===== src/rtl/rf_wb_arbiter.sv =====
// rtl/rf_wb_arbiter.sv - round-robin register-file writeback arbiter with optional busy scoreboard (macro RF_WB_SCOREBOARD_EN)
module rf_wb_arbiter #(
  parameter int NREQ = 3,
  parameter int XLEN = 32
) (
  input  logic                       clk,
  input  logic                       reset_n,
  input  logic [NREQ-1:0]            req_valid,
  input  logic [NREQ-1:0][4:0]       req_idx,
  input  logic [NREQ-1:0][XLEN-1:0]  req_data,
  output logic [NREQ-1:0]            req_ready,
  input  logic                       wb_stall,
  output logic                       wr_en,
  output logic [4:0]                 wr_idx,
  output logic [XLEN-1:0]            wr_data,
  input  logic                       iss_valid,
  input  logic [4:0]                 iss_idx,
  output logic [31:0]                busy
);

  logic [1:0]      last_q, last_d;
  logic            wr_en_q, wr_en_d;
  logic [4:0]      wr_idx_q, wr_idx_d;
  logic [XLEN-1:0] wr_data_q, wr_data_d;

  logic            handshake;
  logic [1:0]      gnt_sel;
  logic [2:0]      cand;
  logic [4:0]      gnt_idx;
  logic [XLEN-1:0] gnt_data;

  // Round-robin search starting one past the last granted requester; ready is
  // forced low during reset and stall so nothing is accepted then.
  always_comb begin
    req_ready = '0;
    handshake = 1'b0;
    gnt_sel   = '0;
    cand      = '0;
    if (reset_n && !wb_stall) begin
      for (int k = 1; k <= NREQ; k++) begin
        cand = {1'b0, last_q} + 3'(k);
        if (cand >= 3'(NREQ)) cand = cand - 3'(NREQ);
        if (!handshake && req_valid[cand[1:0]]) begin
          handshake = 1'b1;
          gnt_sel   = cand[1:0];
        end
      end
    end
    if (handshake) req_ready[gnt_sel] = 1'b1;
  end

  assign gnt_idx  = req_idx[gnt_sel];
  assign gnt_data = req_data[gnt_sel];

  // Next-state for priority pointer and write port; x0 writes are accepted but never enabled.
  always_comb begin
    last_d    = last_q;
    wr_en_d   = 1'b0;
    wr_idx_d  = wr_idx_q;
    wr_data_d = wr_data_q;
    if (handshake) begin
      last_d    = gnt_sel;
      wr_en_d   = (gnt_idx != 5'd0);
      wr_idx_d  = gnt_idx;
      wr_data_d = gnt_data;
    end
  end

  // Write-port and pointer registers; reset makes requester 0 the first priority.
  always_ff @(posedge clk or negedge reset_n) begin
    if (!reset_n) begin
      last_q    <= 2'(NREQ - 1);
      wr_en_q   <= 1'b0;
      wr_idx_q  <= '0;
      wr_data_q <= '0;
    end else begin
      last_q    <= last_d;
      wr_en_q   <= wr_en_d;
      wr_idx_q  <= wr_idx_d;
      wr_data_q <= wr_data_d;
    end
  end

  assign wr_en   = wr_en_q;
  assign wr_idx  = wr_idx_q;
  assign wr_data = wr_data_q;

`ifdef RF_WB_SCOREBOARD_EN
  logic [31:0] busy_q, busy_d;

  // Clear on writeback, then set on issue so a same-cycle re-issue stays pending; x0 never busy.
  always_comb begin
    busy_d = busy_q;
    if (handshake) busy_d[gnt_idx] = 1'b0;
    if (iss_valid) busy_d[iss_idx] = 1'b1;
    busy_d[0] = 1'b0;
  end

  // Pending-writeback scoreboard register.
  always_ff @(posedge clk or negedge reset_n) begin
    if (!reset_n) busy_q <= '0;
    else          busy_q <= busy_d;
  end

  assign busy = busy_q;
`else
  logic unused_iss;
  assign unused_iss = ^{iss_valid, iss_idx};
  assign busy       = '0;
`endif

endmodule


===== config.mk =====
export PLATFORM = sky130hd
export DESIGN_NAME = rf_wb_arbiter
export DESIGN_NICKNAME = d
export VERILOG_FILES = /design/src/rtl/rf_wb_arbiter.sv
export SDC_FILE = /design/constraint.sdc
export NUM_CORES = 1
export LEC_CHECK = 0
export CAP_MARGIN = 10
export CORE_MARGIN = 2
export CORE_UTILIZATION = 38
export CTS_CLUSTER_SIZE = 14
export DETAILED_ROUTE_END_ITERATION = 6
export PLACE_DENSITY_LB_ADDON = 0.05
export SLEW_MARGIN = 25
export SYNTH_ARGS = -nofsm -noshare
export SYNTH_HDL_FRONTEND = slang
export SYNTH_SLANG_ARGS = --single-unit

===== constraint.sdc =====
create_clock -name clk -period 8.2 [get_ports clk]
set_input_delay 2.05 -clock clk [delete_from_list [all_inputs] [get_ports clk]]
set_output_delay 2.05 -clock clk [all_outputs]
set_load 0.02 [all_outputs]

==> results.txt, run 1 <==
RSZ-0062 raised after global routing = false
Synth Area in Simple Gates = 17.8%
Combinational group share of total power = 60.5%
Die width = 88.3 microns
Die area = 0.00780 sq mm
CTS tree = built
Global-route wire length before repair = 12800 microns
Most frequent CP cell = clkdlybuf4s50_1
Switch share = 42.6%
Slowest CP cell = o211ai_4
Final clock skew = 0.00450 ns
Status = finished, final reports clean
Worst setup SP type = input pin
Reg power frac = 28.9%
CTS root buf = clkbuf_8
Placer Congestion = 0.760
N_diodes = 0
Fin. max-slew vios = 0
Synth unique cells = 45
Maximum VDD drop = 131 uV
Seq/Total Area, Yosys = 37.1%
Vias post-DR = 2729
Global Route Usage Sum = 21.1%
Setup TNS = 0 ns
Transition time at the pin with the least slew margin = 0.696 ns
Post-Route WL = 8310 microns
Post-synth EDFFs = 0
Worst-Skew Late Latency = 0.29 ns
Area growth from synthesis to layout = 58.0%
Crit Path Max Fanout = 27
Warnings from Yosys = 0
Fin crit share = 87.1%
Max cap viols = 0
Initial Util = 39.5%
PD cells = 281 mW/mm^2
Max-slew headroom = 53.3%
Remaining antenna violation count = 0
Share of layout cells above drive strength 1 = 5.07%
1st-iter DRT viols = 99
Port-buffer cells = 157
Setup bufs post-CTS = 0
Clock sink count = 40
Final Hold Violating Endpoints = 0
Std cell rows = 30
CP top delay family = buffers and inverters
Max Clock Freq = 140 MHz
DRC viols = 0
Leakage = 1.90 nW
Mapped Area = 0.00270 sq mm
Setup-failing EPs final = 0
Crit Path Category = input pin to output port
Clk pin slew, worst setup/hold paths = 0.07 ns
H-tree Lvls = 2
CTS Buffer Depth = 2
Total core area = 0.00683 sq mm
Commonest non-fill, non-tap cell in the layout = clkdlybuf4s50_1
Largest net degree at the start of global routing = 67
Clock power share = 10.6%
Worst-path cell chain = clkdlybuf4s50_1 > a221o_1 > o211ai_4 > nand2_4 > inv_2 > or3_4 > inv_1 > clkdlybuf4s50_1
Antenna violations before repair = 0
Cts-stage hold buffer count = 0
Grt ovf = 0
Synth Area per Inst = 8.74 sq um
Post-CTS Resized = 0
Hold Path Class = register to register
Hold Slack = 0.476 ns
CTS Buf Count = 5
Number of primary I/O pins = 196
Critical Path Max Stage Delay = 0.59 ns
Vias in the first global route = 2600
Commonest non-fill, non-tap cells in the layout = clkdlybuf4s50_1 (156), dfrtp_1 (39), nand2_1 (34), conb_1 (32), nor2_1 (26)
Drt first pass iters = 5
Crit path DAT = 5.09 ns
Flops & latches, synth = 40
Final Net Count = 579
Sw Pwr = 510 uW
CP endpoint kind = output port
Adder-cell share of the synthesized area = 1.39%
XOR/XNOR share of the synthesized area = 0%
Buf/Inv on CP = 4
DR WL/cell = 15.1 microns
Top FF cell, synth = dfrtp_1
Syn Inst Count = 309
Die Ht = 88.3 microns
Data required time of the worst path = 6.15 ns
Synth Area in Compound Gates = 26.4%
Post-synth ARST share = 100%
Internal power = 689 uW
Mux contribution to synthesized area = 1.30%
Vias per cell = 4.96
Largest family of logic cells by synthesized area = compound AO/OA/AOI/OAI gates
Min Clock Period, post-route = 7.14 ns
Post-DP HPWL = 5960 microns
==> flip-flops by register name, summed over array words and instances (netlist names) <==
name,cells
wr_data,32
wr_en,1
last_q,2
wr_idx,5
==> cells by family after synthesis <==
| logic type | count (synthesis) |
|---|---|
| mux | 3 |
| compound gates | 90 |
| other cells | 1 |
| simple gates | 99 |
| buf+inv | 73 |
| fa+ha+maj | 3 |
| flops | 40 |
==> worst register-to-register path, cell delays in order, from the launching register on <==
cell and delay (ns):
dfstp_2 0.55, inv_1 0.06, ha_1 0.50, nand2_1 0.10
a221o_1 0.34, o211ai_4 0.59, nand2_4 0.33, inv_2 0.30
or3_4 0.26, o21ai_0 0.10
==> cell usage after synthesis, types with 2 or more instances <==
cell type	instances	area share (%)
clkbuf_1	7	0.97
o31ai_1	25	7.0
a222oi_1	11	4.1
inv_2	2	0.28
a21o_1	3	0.83
buf_2	11	2.0
o21ai_1	9	1.7
and3_1	24	5.6
ha_1	3	1.4
buf_4	33	9.2
o21ai_0	6	1.1
nor2b_1	2	0.46
dfrtp_1	39	36
o2111ai_1	2	0.65
clkbuf_2	2	0.37
a311oi_1	2	0.65
nand3_1	3	0.56
inv_1	15	2.1
nor2_1	26	3.6
mux2i_1	2	0.74
a211oi_1	24	6.7
nand2_1	34	4.7
buf_6	2	0.83
==> path summary, 6_finish.rpt <==
kind                                          from                       to  slack (ns)  cells past startpoint
min reg2reg                wr_data[18]$_DFFE_PN0P_  wr_data[18]$_DFFE_PN0P_        0.48                      2
min in group asynchronous                  reset_n          wr_en$_DFF_PN0_        1.85                      2
max                                   req_valid[0]             req_ready[0]        1.06                      8
max in group asynchronous                  reset_n    last_q[1]$_DFFE_PN1P_        5.98                      2
max reg2reg                  last_q[1]$_DFFE_PN1P_   wr_data[0]$_DFFE_PN0P_        4.93                      9
min                        wr_data[18]$_DFFE_PN0P_  wr_data[18]$_DFFE_PN0P_        0.48                      2
==> cell type report <==
class | instances | area (sq um)
clock buffers | 7 | 76.3
flip-flops and latches | 40 | 1000
multi-input cells | 227 | 1390
repair buffers | 162 | 1600
fillers | 598 | 2570
well taps | 96 | 120
clock inverters | 1 | 5.00
inverters | 17 | 63.8
==> through the flow <==
| step | power, mW | cells | setup slack, ns | area (sq um) | utilization, % |
|---|---|---|---|---|---|
| after floorplan | 0.781 | 340 | 2.81 | 2820 | - |
| after global placement | 1.07 | 542 | 1.07 | 4180 | 61.2 |
| after detailed placement | 1.08 | 542 | 1.06 | 4180 | 61.2 |
| after CTS | 1.21 | 550 | 1.04 | 4270 | 62.4 |
| after global routing | 1.28 | 550 | 0.837 | 4270 | 62.4 |
| final | 1.20 | 550 | 1.06 | 4270 | 62.4 |
==> power groups by stage <==
| stage | logic (mW) | registers (mW) | clock network [mW] |
|---|---|---|---|
| after floorplan | 0.322 | 0.458 | 0 |
| after global placement | 0.725 | 0.345 | 0 |
| after detailed placement | 0.730 | 0.348 | 0 |
| after CTS | 0.732 | 0.347 | 0.133 |
| after global routing | 0.783 | 0.360 | 0.141 |
| final | 0.725 | 0.346 | 0.127 |
==> per-layer routing <==
layer / track usage (%) / wire length (microns) / share of wire [%]
met1: 27.6 / 3610 / 43
met2: 34.9 / 4020 / 48
met3: 4.94 / 513 / 6.2
met4: 6.75 / 160 / 1.9
met5: 0 / 0 / 0
No activity file was read; power rests on OpenSTA's default activity.
==> run 2: changes to the inputs <==
--- a/config.mk
+++ b/config.mk
@@ -10,6 +10,7 @@
 export CORE_UTILIZATION = 38
 export CTS_CLUSTER_SIZE = 14
 export DETAILED_ROUTE_END_ITERATION = 6
+export GPL_ROUTABILITY_DRIVEN = 0
 export PLACE_DENSITY_LB_ADDON = 0.05
 export SLEW_MARGIN = 25
 export SYNTH_ARGS = -nofsm -noshare
==> results of run 2 <==
No change in the layout: final DEF, timing and power equal those of run 1.
